`config.mk`:
```
export PLATFORM = sky130hd
export DESIGN_NAME = addsub_arbiter_ctrl
export DESIGN_NICKNAME = d
export VERILOG_FILES = /design/src/rtl/addsub_arbiter_ctrl.sv
export SDC_FILE = /design/constraint.sdc
export NUM_CORES = 1
export LEC_CHECK = 0
export CORE_ASPECT_RATIO = 1.2
export CORE_MARGIN = 2
export CORE_UTILIZATION = 33
export DETAILED_ROUTE_END_ITERATION = 8
export GPL_TIMING_DRIVEN = 0
export PLACE_DENSITY = 0.74
export SLEW_MARGIN = 5
export SYNTH_ARGS = -nofsm -noshare
export SYNTH_HDL_FRONTEND = slang
export SYNTH_SLANG_ARGS = --single-unit
```
`constraint.sdc`:
```
create_clock -name clk -period 1.5 [get_ports clk]
set_input_delay 0.15 -clock clk [delete_from_list [all_inputs] [get_ports clk]]
set_output_delay 0.15 -clock clk [all_outputs]
set_load 0.005 [all_outputs]
```
`src/rtl/addsub_arbiter_ctrl.sv`:
```
// Round-robin front end that shares one external add_subtract datapath between two requesters.
// Optional signed-overflow detection is compiled in when ADDSUB_OVF_DETECT_EN is defined.
module addsub_arbiter_ctrl #(
    parameter int N     = 32,
    parameter int CNT_W = 16
) (
    input  logic             clk,
    input  logic             rst,
    input  logic [1:0]       req_valid,
    output logic [1:0]       req_ready,
    input  logic [N-1:0]     req_a0,
    input  logic [N-1:0]     req_b0,
    input  logic             req_op0,
    input  logic             req_cin0,
    input  logic [N-1:0]     req_a1,
    input  logic [N-1:0]     req_b1,
    input  logic             req_op1,
    input  logic             req_cin1,
    output logic [N-1:0]     dp_a,
    output logic [N-1:0]     dp_b,
    output logic             dp_flag,
    output logic             dp_cin,
    input  logic [N-1:0]     dp_s,
    input  logic             dp_cout,
    output logic             resp_valid,
    input  logic             resp_ready,
    output logic             resp_id,
    output logic [N-1:0]     resp_s,
    output logic             resp_cout,
    output logic             resp_ovf,
    output logic [CNT_W-1:0] op_count
);

    localparam int MSB = N - 1;

    typedef enum logic [1:0] {
        IDLE = 2'd0,
        EXEC = 2'd1,
        RESP = 2'd2
    } state_t;

    state_t           state_q;
    logic             rr_ptr_q;
    logic             granted_q;
    logic [N-1:0]     dp_a_q;
    logic [N-1:0]     dp_b_q;
    logic             dp_flag_q;
    logic             dp_cin_q;
    logic             resp_valid_q;
    logic             resp_id_q;
    logic [N-1:0]     resp_s_q;
    logic             resp_cout_q;
    logic             resp_ovf_q;
    logic [CNT_W-1:0] op_count_q;

    logic [1:0]       grant;
    logic             gnt_id;
    logic             xfer;
    logic             ovf_d;

    // NOTE: every signal assigned in always_comb gets a default first so no latch is inferred.
    always_comb begin
        grant = 2'b00;
        case (req_valid)
            2'b01:   grant = 2'b01;
            2'b10:   grant = 2'b10;
            // Contention: requester 0 first after reset, then whoever was not served last.
            2'b11:   grant = (!granted_q || rr_ptr_q) ? 2'b01 : 2'b10;
            default: grant = 2'b00;
        endcase
    end

    assign req_ready = (state_q == IDLE && !rst) ? grant : 2'b00;
    assign gnt_id    = grant[1];
    assign xfer      = |(req_valid & req_ready);

`ifdef ADDSUB_OVF_DETECT_EN
    always_comb begin
        ovf_d = 1'b0;
        if (dp_flag_q)
            ovf_d = (dp_a_q[MSB] == dp_b_q[MSB]) && (dp_s[MSB] != dp_a_q[MSB]);
        else
            ovf_d = (dp_a_q[MSB] != dp_b_q[MSB]) && (dp_s[MSB] != dp_a_q[MSB]);
    end
`else
    assign ovf_d = 1'b0;
`endif

    // NOTE: sequential state uses non-blocking assignments so all registers update together.
    always_ff @(posedge clk) begin
        if (rst) begin
            state_q      <= IDLE;
            rr_ptr_q     <= 1'b0;
            granted_q    <= 1'b0;
            dp_a_q       <= '0;
            dp_b_q       <= '0;
            dp_flag_q    <= 1'b0;
            dp_cin_q     <= 1'b0;
            resp_valid_q <= 1'b0;
            resp_id_q    <= 1'b0;
            resp_s_q     <= '0;
            resp_cout_q  <= 1'b0;
            resp_ovf_q   <= 1'b0;
            op_count_q   <= '0;
        end else begin
            case (state_q)
                IDLE: begin
                    if (xfer) begin
                        dp_a_q    <= gnt_id ? req_a1   : req_a0;
                        dp_b_q    <= gnt_id ? req_b1   : req_b0;
                        dp_flag_q <= gnt_id ? req_op1  : req_op0;
                        dp_cin_q  <= gnt_id ? req_cin1 : req_cin0;
                        rr_ptr_q  <= gnt_id;
                        granted_q <= 1'b1;
                        state_q   <= EXEC;
                    end
                end
                EXEC: begin
                    resp_s_q     <= dp_s;
                    resp_cout_q  <= dp_cout;
                    resp_ovf_q   <= ovf_d;
                    resp_id_q    <= rr_ptr_q;
                    resp_valid_q <= 1'b1;
                    state_q      <= RESP;
                end
                RESP: begin
                    if (resp_ready) begin
                        resp_valid_q <= 1'b0;
                        op_count_q   <= op_count_q + CNT_W'(1);
                        state_q      <= IDLE;
                    end
                end
                default: state_q <= IDLE;
            endcase
        end
    end

    assign dp_a       = dp_a_q;
    assign dp_b       = dp_b_q;
    assign dp_flag    = dp_flag_q;
    assign dp_cin     = dp_cin_q;
    assign resp_valid = resp_valid_q;
    assign resp_id    = resp_id_q;
    assign resp_s     = resp_s_q;
    assign resp_cout  = resp_cout_q;
    assign resp_ovf   = resp_ovf_q;
    assign op_count   = op_count_q;

endmodule

```
==> results of run 1 <==
synthesized netlist by cell type (2+ instances only):
cell type | number | area share [%]
nand4_1 | 4 | 0.53
or4_1 | 4 | 0.64
clkbuf_1 | 35 | 2.8
o211ai_1 | 2 | 0.32
nand2b_1 | 67 | 9.0
nor2_1 | 13 | 1.0
inv_1 | 6 | 0.48
o21ai_0 | 4 | 0.43
dfxtp_1 | 121 | 52
nand2_1 | 73 | 5.9
o22ai_1 | 66 | 8.8
buf_2 | 7 | 0.75
nand3_1 | 5 | 0.53
xor2_1 | 8 | 1.5
a21oi_1 | 107 | 11
o31ai_1 | 4 | 0.64
nor2b_1 | 3 | 0.40
layout make-up:
cell class | instances | area (µm²)
timing repair buffer | 315 | 3190
clock buffer | 20 | 467
buffer | 43 | 363
clock inverter | 11 | 194
inverter | 6 | 22.5
tap | 171 | 214
fill | 1075 | 4350
multi-input combinational | 376 | 2560
sequential | 121 | 2460
metrics by stage:
step / util, % / power, W / hold WS, ps
global route: 68.5 / 0.0111 / 278
CTS: 65.7 / 0.0106 / 280
detailed placement: 56.3 / 0.00586 / 445
global placement: 56.3 / 0.00584 / 441
floorplan: - / 0.00447 / 286
finish: 68.5 / 0.0107 / 295
sequential cells by signal, summed over array words and instances, names as in the netlist:
register	flops
dp_a	32
dp_b	32
resp_s	32
op_count	16
state_q	2
dp_cin	1
dp_flag	1
granted_q	1
resp_cout	1
resp_id	1
resp_valid	1
rr_ptr_q	1
layer usage:
layer / up-vias / global-route usage (%) / routed length, µm
met5: - / 0 / 11
met4: 2 / 8.67 / 460
met3: 34 / 7.91 / 1400
met2: 207 / 40.3 / 9360
met1: 2420 / 25.0 / 6890
li1: 2577 / - / -
power by group through the flow:
stage / Sequential, W / Combinational, W / Clock [W]
global route: 0.00382 / 0.00254 / 0.00474
floorplan: 0.00387 / 0.000599 / 0
finish: 0.00378 / 0.00236 / 0.00453
CTS: 0.00378 / 0.00224 / 0.00463
detailed placement: 0.00385 / 0.00202 / 0
global placement: 0.00383 / 0.00201 / 0
path summary, 6_finish.rpt:
| check | from | endpoint | slack [ps] | cells past startpoint |
|---|---|---|---|---|
| setup / recovery | state_q[0] | req_ready[0] | -250 | 7 |
| hold / removal | dp_s[11] | resp_s[11] | 290 | 3 |
| setup reg to reg | state_q[0] | dp_b[18] | -230 | 9 |
| hold reg to reg | resp_s[4] | resp_s[4] | 450 | 2 |
worst max-delay path, stage by stage, from the launching register on:
cell,delay [ps]
dfxtp_4,350
nor3_4,180
buf_4,130
o211ai_1,120
buf_4,180
buf_8,110
inv_2,40
buf_6,90
repair_timing:
action | CTS | global route
setup endpoints to repair | 129 | 122
cloned | 4 | 2
hold endpoints to repair | 0 | 0
resized for setup | 132 | 71
pin swaps | 11 | 11
buffers inserted | 14 | 8
cells by family (layout without fill, tap and decap cells):
family / Yosys count / in the layout / share of synthesized area [%]
compound gates: 184 / 184 / 21.8
xor+xnor: 9 / 9 / 1.69
fa+ha+maj: 1 / 1 / 0.267
buf+inv: 50 / 395 / 4.28
flops: 121 / 121 / 51.8
mux: 1 / 1 / 0.214
other cells: 1 / 1 / 0.0802
simple gates: 179 / 180 / 19.9
==> flow_summary_export.csv, run 1 <==
group,metric,value,unit
power,switching_share,23.8,%
critical_path,cp_max_fo,3,
sta,setup_violations,78,
global_routing,antenna_found_initial,1,
floorplanning,core,13800,µm²
power,p_switching,0.00254,W
synthesis,ys_types,34,
cts,clk_latency,400,ps
drt,vias,5240,
critical_path,crit_type,"flop to primary output",
outcome,status,"finished with violations",
drt,routed_via_density,4.93,
cts,cts-htree-levels,4,
sta,period_minus_slack,1750,ps
drt,final_antenna_net_count,0,
synthesis,ys_ff_latch,121,
synthesis,synth_nets,717,
drt,routed_wl,18.1,mm
floorplanning,fp-row-count,47,
finish,areaGrowthSynthToFinish,102,%
synthesis,ys_seq_area_share,51.8,%
power,p_leak,3.58,nW
place,place_congestion,0.792,
power,sequentialPowerShare,35.4,%
finish,final_cell_mix,"clkdlybuf4s50_1, dfxtp_1, a21oi_1, nand2_1, nand2b_1",
cts,cts_buffer_depth,2,
cts,cts.clk_slew.worst_paths,60,ps
sta,totalNegativeSetupSlack,-6120,ps
critical_path,required,1350,ps
cts,ctsHoldBuffers,0,
synthesis,netlist_instances,546,
floorplanning,io_pins,290,
power,p_int,0.00813,W
floorplanning,die_area,15100,µm²
finish,design_area,9470,µm²
place,place_hpwl,12.5,mm
floorplanning,die_w,113,µm
sta,drv_slew,0,
cts,cts.sinks,121,
power,combPwrFrac,22.1,%
sta,rsz0062_at_grt,"yes",
sta,period_share,117,%
critical_path,worstPathArrival,1600,ps
sta,hold_viol_final,0,
place,portBuffers,288,
synthesis,ys.flop_type,"dfxtp_1",
global_routing,track_usage,22.7,%
drt,drc,0,
synthesis,synth_warnings,0,
cts,numCtsBuffers,17,
power,pwr_density_cell,1130,nW/µm²
place,place_inst,1005,
critical_path,start_kind,"flop",
synthesis,syn_area_per_cell,8.57,µm²
place,post_dp_cell_area,7780,µm²
cts,cts_tree,"built",
finish,diodes,0,
hold_path,hp-class,"input port to flop",
global_routing,grt_pass1_vias,5190,
global_routing,grt_pass1_wl,27.1,mm
place,dpl_worst_slack,-1100,ps
sta,max_freq,571,MHz
finish,finalNonFillerCells,1063,
global_routing,grt_max_degree,17,
finish,nets,1051,
drt,first_pass_iters,6,
power,clkPwrFrac,42.5,%
synthesis,syn-cell-area,4680,µm²
synthesis,async_flop_share,0,%
outcome,failed_checks,"setup timing",
floorplanning,start_util,33.9,%
cts,root_buffer,"clkbuf_16",
finish,drive_gt1_share,21.0,%
drt,wl_per_cell,17.0,µm
finish,final_common_cell,"clkdlybuf4s50_1",
critical_path,end_kind,"primary output",
global_routing,grt_remaining_overflow,0,
sta,finalClockSkew,7.09,ps
sta,fin_ws,-252,ps
power,irDropWorstVdd,0.000719,V
floorplanning,die_h,134,µm
drt,drt_iter0_markers,212,
synthesis,synth_edf_count,0,
flow_run,maxCapViolations,0,
Note: power is estimated with default switching activity, not from simulation.
==> run 2, diff against run 1 <==
--- a/config.mk
+++ b/config.mk
@@ -8,6 +8,7 @@
 export CORE_ASPECT_RATIO = 1.2
 export CORE_MARGIN = 2
 export CORE_UTILIZATION = 33
+export CTS_CLUSTER_DIAMETER = 60
 export DETAILED_ROUTE_END_ITERATION = 8
 export GPL_TIMING_DRIVEN = 0
 export PLACE_DENSITY = 0.74
==> results of run 2 <==
Same layout as run 1: the final DEF is identical, and so are final timing and power.
==> run 3, diff against run 2 <==
--- a/config.mk
+++ b/config.mk
@@ -6,7 +6,7 @@
 export NUM_CORES = 1
 export LEC_CHECK = 0
 export CORE_ASPECT_RATIO = 1.2
-export CORE_MARGIN = 2
+export CORE_MARGIN = 8
 export CORE_UTILIZATION = 33
 export CTS_CLUSTER_DIAMETER = 60
 export DETAILED_ROUTE_END_ITERATION = 8
==> flow_summary_export.csv, run 3 (synthesis gave the netlist of run 1 again) <==
group,metric,value,unit
outcome,status,"finished with violations",
outcome,failed_checks,"setup timing",
critical_path,crit_start,"state_q[0]",
hold_path,hp-class,"input port to flop",
sta,drv_slew,0,
critical_path,worstPathArrival,1570,ps
sta,relSlewSlack,64.4,%
sta,period_minus_slack,1720,ps
cts,root_buffer,"clkbuf_16",
cts,clk_latency,410,ps
critical_path,crit_type,"flop to primary output",
power,sequentialPowerShare,35.6,%
critical_path,reg2reg_slack,-210,ps
sta,hold_viol_final,0,
floorplanning,start_util,33.9,%
drt,final_antenna_net_count,0,
place,place_congestion,0.761,
drt,wl_per_cell,19.2,µm
place,portBuffers,288,
sta,max_freq,580,MHz
global_routing,grt_pass1_wl,29.6,mm
critical_path,slowest_stage,"dfxtp_4",
power,p_leak,3.62,nW
critical_path,required,1350,ps
critical_path,worstReg2RegStart,"state_q[0]",
drt,drc,0,
sta,period_share,115,%
global_routing,grt_pass1_vias,5593,
critical_path,end_kind,"primary output",
critical_path,worstSetupPathDepth,7,
global_routing,antenna_found_initial,1,
drt,drt_iter0_markers,228,
power,p_int,0.00793,W
floorplanning,fp-row-count,47,
finish,final_common_cell,"clkdlybuf4s50_1",
cts,cts-htree-levels,4,
critical_path,start_kind,"flop",
finish,fillCellCount,1030,
sta,fin_ws,-224,ps
finish,final_cell_mix,"clkdlybuf4s50_1, dfxtp_1, a21oi_1, nand2_1, nand2b_1",
critical_path,critPathBufInv,5,
critical_path,critPathCapture,"req_ready[1]",
critical_path,path_delay_family,"buffers and inverters",
power,p_switching,0.00269,W
power,clkPwrFrac,40.4,%
global_routing,grt_max_degree,17,
sta,holdWs,288,ps
sta,finalClockSkew,8.39,ps
drt,first_pass_iters,5,
floorplanning,die_area,18300,µm²
finish,drive_gt1_share,24.7,%
critical_path,ff2ff_path_depth,6,
sta,totalNegativeSetupSlack,-5460,ps
cts,cts.clk_slew.worst_paths,50,ps
power,irDropWorstVdd,0.000599,V
floorplanning,die_w,125,µm
critical_path,cp_cell_sequence,"nor3_4 > buf_6 > o211ai_1 > buf_4 > buf_6 > inv_2 > buf_6",
drt,routed_wl,20.5,mm
cts,numCtsBuffers,17,
cts,cts_buffer_depth,2,
power,combPwrFrac,23.9,%
power,pwr_density_cell,1090,nW/µm²
sta,tightestPinTransition,534,ps
global_routing,grt_remaining_overflow,0,
sta,rsz0062_at_grt,"yes",
cts,cts_tree,"built",
floorplanning,core,13800,µm²
critical_path,cpMostUsedCell,"buf_6",
drt,routed_via_density,5.05,
place,place_hpwl,14.0,mm
floorplanning,io_pins,290,
finish,nets,1053,
critical_path,cp_max_fo,2,
cts,ctsHoldBuffers,0,
place,dpl_worst_slack,-926,ps
power,switching_share,25.3,%
flow_run,maxCapViolations,0,
drt,vias,5387,
finish,areaGrowthSynthToFinish,108,%
critical_path,r2r-end,"op_count[12]",
floorplanning,die_h,146,µm
sta,setup_violations,50,
critical_path,cpPeakStageDelay,350,ps
global_routing,track_usage,20.1,%
cts,cts.sinks,121,
[run 3: cell count changes in the layout (fill, tap and decap cells not counted), moves of 4 or more]
cell,delta
clkbuf_4,-6
clkbuf_2,+5
dfxtp_2,+4
a21oi_1,-19
o22ai_4,+18
o22ai_1,-7
a21oi_2,+19
buf_6,+5
o22ai_2,-11
clkbuf_8,-6
[run 3: layout make-up]
class	instances	area, µm²	share of cell area (%)
Multi-Input combinational cell	376	2810	28.9
Antenna cell	1	2.50	0.0257
Tap cell	171	214	2.20
Timing Repair Buffer	317	3250	33.5
Clock buffer	20	447	4.60
Sequential cell	121	2460	25.3
Buffer	43	338	3.48
Clock inverter	12	174	1.79
Inverter	6	27.5	0.283
[run 3: worst min-delay path by stage]
stage | startpoint | slack (ps) | endpoint | cells after the start
4_1_cts | dp_s[18] | 270 | resp_s[18] | 3
3_5_place_dp | resp_s[10] | 450 | resp_s[10] | 2
5_1_grt | dp_s[16] | 280 | resp_s[16] | 3
2_1_floorplan | dp_cout | 290 | resp_cout | 2
3_3_place_gp | resp_s[12] | 440 | resp_s[12] | 2
6_report | dp_s[18] | 290 | resp_s[18] | 3
[run 3: per-stage QoR]
stage	area, µm²	power (W)	instances	util [%]
5_1_grt	9720	0.0111	1067	70.3
6_report	9720	0.0106	1067	70.3
3_3_place_gp	7780	0.00588	1005	56.3
2_1_floorplan	4680	0.00447	546	-
4_1_cts	8820	0.0103	1051	63.8
3_5_place_dp	7780	0.00590	1005	56.3
[run 3: repair_timing]
item	in CTS	in global routing
setup buffers	13	12
pin swaps	13	46
resized for setup	106	156
cloned	1	5
setup endpoints to repair	130	121
hold endpoints to repair	0	0
[run 3: power by group through the flow]
stage	registers (W)	logic, W	clock network, W
2_1_floorplan	0.00387	0.000599	0
3_3_place_gp	0.00382	0.00205	0
3_5_place_dp	0.00385	0.00205	0
4_1_cts	0.00378	0.00219	0.00438
5_1_grt	0.00383	0.00272	0.00454
6_report	0.00379	0.00254	0.00430
[run 3: worst min-delay path: cells and delay by family]
family	cells	cell delay, ps
buffers and inverters	1	390
and+or+nand+nor	1	50
AOI/OAI and AO/OA	1	50
[run 3: layer usage]
layer  vias up  track usage [%]  wire length (µm)
met1      2524             20.4              7560
li1       2583                -                 -
met5         -                0                 0
met3        35             9.24              1840
met4         0             7.72               495
met2       245             35.2             10600
